$ cat config.mk
export PLATFORM = sky130hd
export DESIGN_NAME = ldm_stm_seq
export DESIGN_NICKNAME = d
export VERILOG_FILES = /design/src/rtl/ldm_stm_seq.sv
export SDC_FILE = /design/constraint.sdc
export NUM_CORES = 1
export LEC_CHECK = 0
export ABC_CLOCK_PERIOD_IN_PS = 2880
export BUFFER_PORTS_ARGS = -buffer_cell sky130_fd_sc_hd__buf_2
export CAP_MARGIN = 10
export CORE_ASPECT_RATIO = 2
export CORE_MARGIN = 5
export CORE_UTILIZATION = 55
export CTS_CLUSTER_SIZE = 28
export DETAILED_ROUTE_END_ITERATION = 10
export GPL_TIMING_DRIVEN = 0
export PLACE_DENSITY_LB_ADDON = 0.12
export SLEW_MARGIN = 5
export SYNTH_ARGS = -nofsm -noshare
export SYNTH_HDL_FRONTEND = slang
export SYNTH_SLANG_ARGS = --single-unit
$ cat constraint.sdc
create_clock -name clk_in -period 2.88 [get_ports clk_in]
set_input_delay 0.288 -clock clk_in [delete_from_list [all_inputs] [get_ports clk_in]]
set_output_delay 0.288 -clock clk_in [all_outputs]
set_load 0.01 [all_outputs]
$ cat src/rtl/ldm_stm_seq.sv
// LDM/STM block-transfer sequencer: emits one register index per cycle and drives the
// address calculator controls. Optional define LDM_STM_PC_LOAD_EN adds pc_load_out.
module ldm_stm_seq #(
  parameter int unsigned REG_CNT = 16,
  parameter int unsigned IDX_W   = 4
) (
  input  logic               clk_in,
  input  logic               reset_in,
  input  logic               start_in,
  input  logic [REG_CNT-1:0] reg_list_in,
  input  logic [1:0]         func_in,
  input  logic               load_in,
  input  logic               wb_in,
  input  logic               flush_in,
  output logic               ldm_stm_en_out,
  output logic               ldm_stm_start_out,
  output logic [1:0]         func_out,
  output logic [31:0]        offset_out,
  output logic [IDX_W-1:0]   reg_idx_out,
  output logic               xfer_valid_out,
  output logic               load_out,
  output logic               stall_out,
  output logic               base_wb_en_out,
  output logic               done_out
`ifdef LDM_STM_PC_LOAD_EN
  ,
  output logic               pc_load_out
`endif
);

  localparam int unsigned CntW = IDX_W + 1;

  typedef enum logic [0:0] {StIdle, StXfer} state_e;

  state_e             state_q, state_d;
  logic [REG_CNT-1:0] list_q, list_d;
  logic [CntW-1:0]    remaining_q, remaining_d;
  logic               first_q, first_d;
  logic [1:0]         func_q, func_d;
  logic               load_q, load_d;
  logic               wb_q, wb_d;
  logic               empty_done_q, empty_done_d;

  logic               xfer;
  logic               last;
  logic               pc_load;
  logic [REG_CNT-1:0] pick_list;
  logic [IDX_W-1:0]   lo_idx, hi_idx, cur_idx;
  logic [CntW-1:0]    accept_cnt;

  function automatic logic [CntW-1:0] popcount(input logic [REG_CNT-1:0] v);
    logic [CntW-1:0] c;
    c = '0;
    for (int i = 0; i < int'(REG_CNT); i++) begin
      c = c + CntW'(v[i]);
    end
    return c;
  endfunction

  assign xfer = (state_q == StXfer);

  // In descending mode with PC load support, R15 is held back until it is the only one left.
  always_comb begin
    pick_list = list_q;
`ifdef LDM_STM_PC_LOAD_EN
    if (!func_q[0] && (remaining_q > CntW'(1))) begin
      pick_list[REG_CNT-1] = 1'b0;
    end
`endif
  end

  always_comb begin
    lo_idx = '0;
    hi_idx = '0;
    for (int i = 0; i < int'(REG_CNT); i++) begin
      if (pick_list[REG_CNT-1-i]) lo_idx = IDX_W'(REG_CNT-1-i);
      if (pick_list[i])           hi_idx = IDX_W'(i);
    end
  end

  assign cur_idx = func_q[0] ? lo_idx : hi_idx;

`ifdef LDM_STM_PC_LOAD_EN
  assign pc_load     = xfer && load_q && (cur_idx == IDX_W'(REG_CNT-1));
  assign pc_load_out = pc_load;
`else
  assign pc_load = 1'b0;
`endif

  assign last       = xfer && ((remaining_q == CntW'(1)) || pc_load);
  assign accept_cnt = popcount(reg_list_in);

  always_comb begin
    state_d      = state_q;
    list_d       = list_q;
    remaining_d  = remaining_q;
    first_d      = first_q;
    func_d       = func_q;
    load_d       = load_q;
    wb_d         = wb_q;
    empty_done_d = 1'b0;
    unique case (state_q)
      StIdle: begin
        if (start_in && !flush_in) begin
          list_d      = reg_list_in;
          func_d      = func_in;
          load_d      = load_in;
          wb_d        = wb_in;
          remaining_d = accept_cnt;
          first_d     = 1'b1;
          if (accept_cnt != '0) begin
            state_d = StXfer;
          end else begin
            empty_done_d = 1'b1;
            first_d      = 1'b0;
          end
        end
      end
      StXfer: begin
        first_d = 1'b0;
        if (flush_in || last) begin
          state_d     = StIdle;
          list_d      = '0;
          remaining_d = '0;
        end else begin
          list_d[cur_idx] = 1'b0;
          remaining_d     = remaining_q - CntW'(1);
        end
      end
      default: state_d = StIdle;
    endcase
  end

  always_ff @(posedge clk_in or posedge reset_in) begin
    if (reset_in) begin
      state_q      <= StIdle;
      list_q       <= '0;
      remaining_q  <= '0;
      first_q      <= 1'b0;
      func_q       <= 2'b00;
      load_q       <= 1'b0;
      wb_q         <= 1'b0;
      empty_done_q <= 1'b0;
    end else begin
      state_q      <= state_d;
      list_q       <= list_d;
      remaining_q  <= remaining_d;
      first_q      <= first_d;
      func_q       <= func_d;
      load_q       <= load_d;
      wb_q         <= wb_d;
      empty_done_q <= empty_done_d;
    end
  end

  // Outputs depend only on registered state; flush takes effect from the next cycle.
  assign ldm_stm_en_out    = xfer;
  assign xfer_valid_out    = xfer;
  assign ldm_stm_start_out = xfer && first_q;
  assign func_out          = func_q;
  assign offset_out        = 32'd4;
  assign reg_idx_out       = xfer ? cur_idx : '0;
  assign load_out          = load_q;
  assign stall_out         = xfer && (remaining_q > CntW'(1)) && !pc_load;
  assign base_wb_en_out    = last && wb_q;
  assign done_out          = last || empty_done_q;

endmodule

== Word-level counts from Yosys, hierarchy flattened ==
Index checks and enable logic that the tools add are counted.
Cells by class
  add/sub/neg operators: 16
  $lt $le $gt $ge: 3
  equality and inequality tests: 2
  muxes and demuxes: 50
  bitwise logic cells: 3
  reduce and logical (&&, ||, !) cells: 11
Operators by type and width (number)
  $mux W4: 32
  $add A5 B1 Y5: 11
  $mux W16: 2
  $pmux W16 S2: 1
  $and A16 B16 Y16: 1
  $not A16 Y16: 1
  $mux W5: 2
  $pmux W5 S2: 1
  $mux W1: 9
  $logic_and A1 B1 Y1: 6
  $add A4 B1 Y5: 1
  $eq A5 B1 Y1 const B: 1
  $gt A5 B1 Y1 const B: 1
  $lt A4 B5 Y1 const B: 1
  $reduce_bool A5 Y1: 1
  $sub A5 B1 Y5 const B: 1
  $add A3 B1 Y4: 1
  $demux W1 S4: 1
  $ge A4 B1 Y1 const B: 1
  $pmux W1 S2: 2
  $add A2 B1 Y3: 1
  $add A1 B1 Y2: 1
  $logic_or A1 B1 Y1: 2
  $ne A2 B2 Y1 const B: 1
  other kinds (3): 3
Storage, ports and cells
  bits in registers: 28
  bits of input ports: 24
  word-level logic and storage cells: 93

== Logic depth before layout (Yosys ltp) ==
Gate-level depths: netlist (run 1).
  depth in word-level cells: 25
  gate-level depth with buffers: 15
  mapped depth without buffers: 15

== Worst setup path after synthesis (run 1) ==
No wires, ideal clock.
  path kind: in2reg
  start point: input port reg_list_in[0]
  end point: register state_q, in the netlist ldm_stm_en_out
  setup time: 136 ps
  arrival: 3734 ps
  required time: 2744 ps
  path slack: -990 ps
  stages on the path: 14
  path buffers: 0
  cells stage by stage: inv_1 fa_1 fa_1 fa_1 fa_1 inv_1 ha_1 inv_1 fa_1 nor2b_1 a22oi_1 or4b_1 nand2_1 o21ai_0
On the way
  longest elaborated chain between the ends: 19
Ends and longest elaborated chain
  start: declaration: line 10  | input logic [REG_CNT-1:0] reg_list_in,
  $add A1 B1 Y2: line 55  | c = c + CntW'(v[i]);
  $add A2 B1 Y3: line 55
  $add A3 B1 Y4: line 55
  $add A4 B1 Y5: line 55
  $add A5 B1 Y5 (11 in a row): line 55
  $reduce_bool A5 Y1: line 111  | if (accept_cnt != '0) begin
  $mux W1: line 111
  $mux W1: line 104  | if (start_in && !flush_in) begin
  $pmux W1 S2: line 102  | unique case (state_q)
  via state_d: line 35  | state_e state_q, state_d;
  end signal: assignment: line 136  | state_q <= StIdle;
  end signal: assignment: line 145  | state_q <= state_d;
  end: declaration: line 35
The timed path passes the listed nets, and every way through them passes these cells.
A chain may end at the register's enable or synchronous reset.

== Final worst setup path (run 1) ==
  start point: input port reg_list_in[3]
  end point: register state_q, in the netlist ldm_stm_en_out
On the way
  longest elaborated chain between the ends: 17
Ends and longest elaborated chain (line)
  $add A3 B1 Y4: 55
  $add A4 B1 Y5: 55
  $add A5 B1 Y5 (11 in a row): 55
  $reduce_bool A5 Y1: 111
  $mux W1: 111
  $mux W1: 104
  $pmux W1 S2: 102
  via state_d: 35
The timed path passes the listed nets, and every way through them passes these cells.

==> metrics.cfg, run 1 <==
[floorplan]
die-area_um2 = 6390
die_w_um = 59.1
fp.coreArea_um2 = 4640
row_count = 35
start_util_pct = 57.1
pin_count = 69
die_h_um = 108

[yosys]
ys.flop_type = dfrtp_1
yosys_warnings = 0
synth-edff-count = 0
ys_ff_latch = 28
syn_area_per_cell_um2 = 8.05
syn_inst = 329
async_flop_share_pct = 100
synth_seq_area_share_pct = 26.4
synth_top_area_cell = dfrtp_1
synth_area_leaders = dfrtp_1 (26%), buf_4 (9.9%), fa_1 (7.6%)
ys_types = 50
mappedNetlistArea_um2 = 2650
netlist.area_leader.share_pct = 26.4

[detailed_routing]
drt_iter0_drc = 95
vias = 2531
first_pass_iters = 4
via_per_inst = 5.47
avgRoutedWirePerCell_um = 16.0
ant_nets = 0
drt-total-wl_um = 7390
drt_drc_violations_left = 0

[clocking]
hold_buffers = 0
cts_sinks = 28
clk_latency_ps = 280
clockBufferDepth = 2
cts_buffers = 3
htreeDepth = 1
cts_tree = built
root_buffer = clkbuf_8
clk_pin_slew_ps = 100

[setup_path]
crit_required_ps = 3040
critPathKind = input pin to flop
crit_fanout = 2
end_kind = flop
start_kind = input pin
crit_arrival_ps = 3870

[grt]
track_usage_pct = 24.7
grt_start_max_net_pins = 29
grt_pass1_wl_um = 12200
overflow = 0
antenna_found_initial = 0
grt_pass1_vias = 2688

[layout]
finalNetCount = 450
fillers = 416
final_util_pct = 70.8
drive_above_1_share_pct = 33.1
final_common_cell = buf_4
final_cells = 463
num_antenna_cells = 0
syn2layout_area_growth_pct = 24.0
mostFrequentLayoutCells = buf_4 (43), buf_2 (34), conb_1 (32)

[sta]
finalMaxSlewViolations = 0
clock.fmax_mhz = 269
rsz0062_at_grt = yes
slew_headroom_pct = 55.0
skew_ps = 2.43
setup_slack_ps = -838
worst_slew_pin_slew_ps = 672
finalSetupViolCount = 7
hold_viol = 0
period_share_pct = 129
hold_slack_ps = 2.09
min_period_ps = 3720

[job]
maxCapViolations = 0

[place]
hpwl_um = 5860
io_buffer_count = 36
gp_congestion = 0.942
dp.cells = 450
place_ws_ps = -1270

[worst_hold_path]
hp-class = input pin to asynchronous set/reset pin

[pwr]
vdd_drop_max_v = 0.000764
power.density_nw_per_um2 = 1110
p_leak_nw = 1.62

[run_status]
status = complete, but fails checks
violations = setup timing

-- per-layer routing --
| layer | global-route usage [%] | vias to the layer above | wire length, µm |
|---|---|---|---|
| li1 | - | 1224 | - |
| met1 | 24.5 | 1190 | 2430 |
| met2 | 46.5 | 90 | 4300 |
| met3 | 3.11 | 27 | 309 |
| met4 | 14.4 | 0 | 345 |
| met5 | 0 | - | 0 |
-- stage by stage --
stage / total power, mW / setup TNS (ps) / area [µm²]
2_1_floorplan: 2.52 / -4350 / 2800
3_3_place_gp: 3.09 / -7020 / 3050
3_5_place_dp: 3.14 / -7310 / 3050
4_1_cts: 3.55 / -4520 / 3210
5_1_grt: 3.97 / -5090 / 3290
6_report: 3.65 / -4660 / 3290
-- synth_stat cells (4+ instances only) --
cell	n
o31ai_1	4
o22ai_1	4
dfrtp_1	28
o21ai_0	10
clkbuf_1	8
a21oi_1	28
and2_1	5
inv_1	38
nand3_1	6
ha_1	7
nor3_1	19
nor2_1	18
buf_6	4
nand2_1	29
o21ai_1	13
buf_4	35
fa_1	10
a211oi_1	5
-- registers in the layout, indices dropped and copies added, names as in the netlist --
signal	flops
first_q	1
wb_q	1
list_q	16
load_out	1
func_out	2
ldm_stm_en_out	1
empty_done_q	1
remaining_q	5
-- worst paths after layout --
| path | start | to | slack [ps] | cells past startpoint |
|---|---|---|---|---|
| worst max-delay path | reg_list_in[3] | ldm_stm_en_out | -840 | 15 |
| worst min-delay path | reset_in | list_q[7] | 2 | 2 |
| worst max register to register | ldm_stm_en_out | list_q[5] | 750 | 7 |
| worst min register to register | first_q | first_q | 490 | 2 |
| max in group asynchronous | reset_in | list_q[6] | 2420 | 3 |
| min in group clk_in | func_in[0] | func_out[0] | 210 | 3 |
-- critical path, stage by stage --
cell and delay [ps]:
buf_6 70, inv_4 30, fa_1 590, fa_1 450, fa_2 550, fa_2 440
inv_2 70, ha_4 130, inv_2 30, fa_2 360, nor2b_4 130, a22oi_2 60
or4b_4 510, nand2_2 80, o21ai_1 50
-- repair_timing --
action | in CTS | in global routing
buffers inserted | 6 | 2
resized for setup | 22 | 9
endpoints found under the hold margin | 0 | 0
endpoints found under the setup margin | 7 | 8
pin swaps | 13 | 4
-- cells by family (layout without fill, tap and decap cells) --
family	count (synthesis)	count (layout)	synth area share (%)
AO/OA/AOI/OAI	85	85	21.2
XOR/XNOR	1	1	0.331
adder cells (fa/ha/maj)	17	17	10.9
buffers and inverters	90	139	19.0
flip-flops	28	28	26.4
multiplexers	3	3	1.27
other	2	32	0.283
AND/OR/NAND/NOR	103	103	20.7
-- cell type report --
cell class	count	area [µm²]	share of cell area [%]
clock buffer	4	55.1	1.67
timing repair buffer	45	299	9.10
inverter	40	163	4.95
multi-input combinational	241	1650	50.1
tap	55	68.8	2.09
buffer	50	353	10.7
sequential	28	701	21.3
-- power breakdown --
| part | switching (mW) | internal [mW] |
|---|---|---|
| logic | 1.47 | 1.13 |
| clock network | 0.126 | 0.123 |
| registers | 0.226 | 0.575 |
Power figures use the tool's default switching activity.
==> inputs of run 2 (changes only) <==
--- a/config.mk
+++ b/config.mk
@@ -5,16 +5,17 @@
 export SDC_FILE = /design/constraint.sdc
 export NUM_CORES = 1
 export LEC_CHECK = 0
-export ABC_CLOCK_PERIOD_IN_PS = 2880
+export ABC_CLOCK_PERIOD_IN_PS = 3600
 export BUFFER_PORTS_ARGS = -buffer_cell sky130_fd_sc_hd__buf_2
 export CAP_MARGIN = 10
 export CORE_ASPECT_RATIO = 2
 export CORE_MARGIN = 5
-export CORE_UTILIZATION = 55
+export CORE_UTILIZATION = 45
 export CTS_CLUSTER_SIZE = 28
 export DETAILED_ROUTE_END_ITERATION = 10
 export GPL_TIMING_DRIVEN = 0
 export PLACE_DENSITY_LB_ADDON = 0.12
+export RECOVER_POWER = 25
 export SLEW_MARGIN = 5
 export SYNTH_ARGS = -nofsm -noshare
 export SYNTH_HDL_FRONTEND = slang
==> constraint.sdc (replaced) <==
create_clock -name clk_in -period 3.6 [get_ports clk_in]
set_input_delay 0.36 -clock clk_in [delete_from_list [all_inputs] [get_ports clk_in]]
set_output_delay 0.36 -clock clk_in [all_outputs]
set_load 0.01 [all_outputs]
==> run 2 against run 1 <==
  * The flow still finishes with violations (setup timing)
  * Non-clock buffer count down 4
  * Total power shrank 19%
  * Die area increased by 19%
  * Routed wire length decreased by 0.62%
  * Largest power group unchanged
  * Register-to-register slack better by 730 ps
  * Largest cell class unchanged
  * Critical path type unchanged
  * Core utilization fell by 14 points
  * Critical endpoint unchanged
==> metrics.cfg, run 2 (synthesis gave the netlist of run 1 again) <==
[sta]
period_share_pct = 108
rsz0062_at_grt = yes  ; unchanged
finalMaxSlewViolations = 0  ; unchanged
slew_headroom_pct = 22.2  ; was 55.0%
finalSetupTns_ps = -1010  ; was -4660 ps
hold_viol = 0  ; unchanged
skew_ps = 2.62  ; was 2.43 ps
setup_slack_ps = -273  ; was -838 ps
min_period_ps = 3870
clock.fmax_mhz = 258
hold_slack_ps = 37.6  ; was 2.09 ps
finalSetupViolCount = 5  ; was 7
worst_slew_pin_slew_ps = 1170  ; was 672 ps

[layout]
fillers = 599  ; was 416
final_common_cell = buf_4  ; unchanged
drive_above_1_share_pct = 30.7  ; was 33.1%
finalNetCount = 446  ; was 450
final_cells = 465  ; was 463
syn2layout_area_growth_pct = 21.5  ; was 24.0%
largest-register = list_q  ; unchanged
largest_register_ffs = 16  ; unchanged
mostFrequentLayoutCells = buf_4 (39), buf_2 (38), conb_1 (32)  ; was buf_4 (43), buf_2 (34), conb_1 (32)
num_antenna_cells = 0  ; unchanged
final_util_pct = 56.4  ; was 70.8%

[run_status]
violations = setup timing  ; unchanged
status = complete, but fails checks  ; unchanged

[floorplan]
row_count = 39  ; was 35
start_util_pct = 46.4  ; was 57.1%
fp.coreArea_um2 = 5710  ; was 4640 µm²
pin_count = 69  ; unchanged
die_w_um = 64.3  ; was 59.1 µm
die_h_um = 119  ; was 108 µm
die-area_um2 = 7620  ; was 6390 µm²

[clocking]
clk_pin_slew_ps = 70  ; was 100 ps
htreeDepth = 1  ; unchanged
root_buffer = clkbuf_16  ; was clkbuf_8
cts_buffers = 3  ; unchanged
clk_latency_ps = 270  ; was 280 ps
cts_sinks = 28  ; unchanged
cts_tree = built  ; unchanged
clockBufferDepth = 2  ; unchanged

[setup_path]
cpMaxStageDelayCell = fa_1  ; unchanged
crit_fanout = 2  ; unchanged
start_kind = input pin  ; unchanged
critPathKind = input pin to flop  ; unchanged
crit_arrival_ps = 4020  ; was 3870 ps
path_common_cell = fa_1  ; was fa_2
end_kind = flop  ; unchanged
crit_required_ps = 3750  ; was 3040 ps
crit_chain = buf_6 > inv_2 > fa_1 > fa_1 > fa_2 > fa_1 > inv_1 > ha_2 > inv_2 > fa_2 > nor2b_4 > a22oi_2 > or4b_4 > nand2_4 > o21ai_1  ; was buf_6 > inv_4 > fa_1 > fa_1 > fa_2 > fa_2 > inv_2 > ha_4 > inv_2 > fa_2 > nor2b_4 > a22oi_2 > or4b_4 > nand2_2 > o21ai_1
slowest_delay_ps = 590  ; about the same

[detailed_routing]
drt_drc_violations_left = 0  ; unchanged
drt_iter0_drc = 121  ; was 95
first_pass_iters = 4  ; unchanged
drt-total-wl_um = 7340  ; was 7390 µm
via_per_inst = 5.31  ; was 5.47
ant_nets = 0  ; unchanged
vias = 2471  ; was 2531
avgRoutedWirePerCell_um = 15.8  ; was 16.0 µm

[place]
gp_congestion = 0.964  ; was 0.942
dp.cells = 456  ; was 450
place_ws_ps = -668  ; was -1270 ps
io_buffer_count = 36  ; unchanged
hpwl_um = 6010  ; was 5860 µm

[grt]
antenna_found_initial = 0  ; unchanged
grt_start_max_net_pins = 29  ; unchanged
track_usage_pct = 20.0  ; was 24.7%
grt_pass1_vias = 2598  ; was 2688
grt_pass1_wl_um = 12100  ; was 12200 µm
overflow = 0  ; unchanged

[job]
maxCapViolations = 0  ; unchanged

[pwr]
p_leak_nw = 1.59  ; was 1.62 nW
vdd_drop_max_v = 0.000547  ; was 0.000764 V
power.density_nw_per_um2 = 919  ; was 1110 nW/µm²

[worst_hold_path]
hp-class = input pin to asynchronous set/reset pin  ; unchanged

-- run 2: timing repair --
action	CTS	global route
resized for setup	10	8
endpoints found under the hold margin	0	0
hold buffers	0	0
setup endpoints to repair	5	5
pin swaps	4	3
setup buffers	3	1
-- run 2: layout make-up --
type / count / area (µm²) / share of cell area (%)
multi-input cells: 241 / 1610 / 49.9
repair buffers: 41 / 220 / 6.84
flip-flops and latches: 28 / 701 / 21.8
clock buffers: 3 / 75.1 / 2.33
well taps: 61 / 76.3 / 2.37
clock inverters: 1 / 30.0 / 0.932
plain buffers: 50 / 353 / 11.0
inverters: 40 / 158 / 4.90
-- run 2: final timing paths --
| path | from | endpoint | slack [ps] | cells past startpoint |
|---|---|---|---|---|
| max | reg_list_in[3] | ldm_stm_en_out | -270 | 15 |
| min | reset_in | func_out[1] | 40 | 2 |
| max reg2reg | list_q[9] | list_q[5] | 1480 | 6 |
| min reg2reg | first_q | first_q | 470 | 2 |
| max in group asynchronous | reset_in | list_q[9] | 2170 | 3 |
| min in group clk_in | func_in[0] | func_out[0] | 290 | 3 |
-- run 2: stage by stage --
step | cell area (µm²) | power (mW)
after CTS | 3180 | 2.90
after detailed placement | 3040 | 2.51
final | 3220 | 2.96
after global routing | 3220 | 3.21
after global placement | 3040 | 2.47
after floorplan | 2780 | 2.00
-- run 2: layer usage --
metal | routed length, µm | part of all wire [%] | GRT usage (%) | vias up
met5 | 0 | 0 | 0 | -
met4 | 316 | 4.3 | 11.5 | 0
met2 | 4260 | 58 | 37.7 | 63
met1 | 2530 | 34 | 20.0 | 1169
met3 | 236 | 3.2 | 2.09 | 20
li1 | - | - | - | 1219
-- run 2: critical path: cells and delay by family --
kind	cells	cell delay, ps
buf+inv	4	210
fa+ha+maj	6	2570
compound gates	2	110
simple gates	3	770
-- run 2: report_power, final --
group	switching [mW]	leakage, nW	internal, mW
clock network	0.122	0.0511	0.222
registers	0.176	0.350	0.460
logic	1.14	1.19	0.835
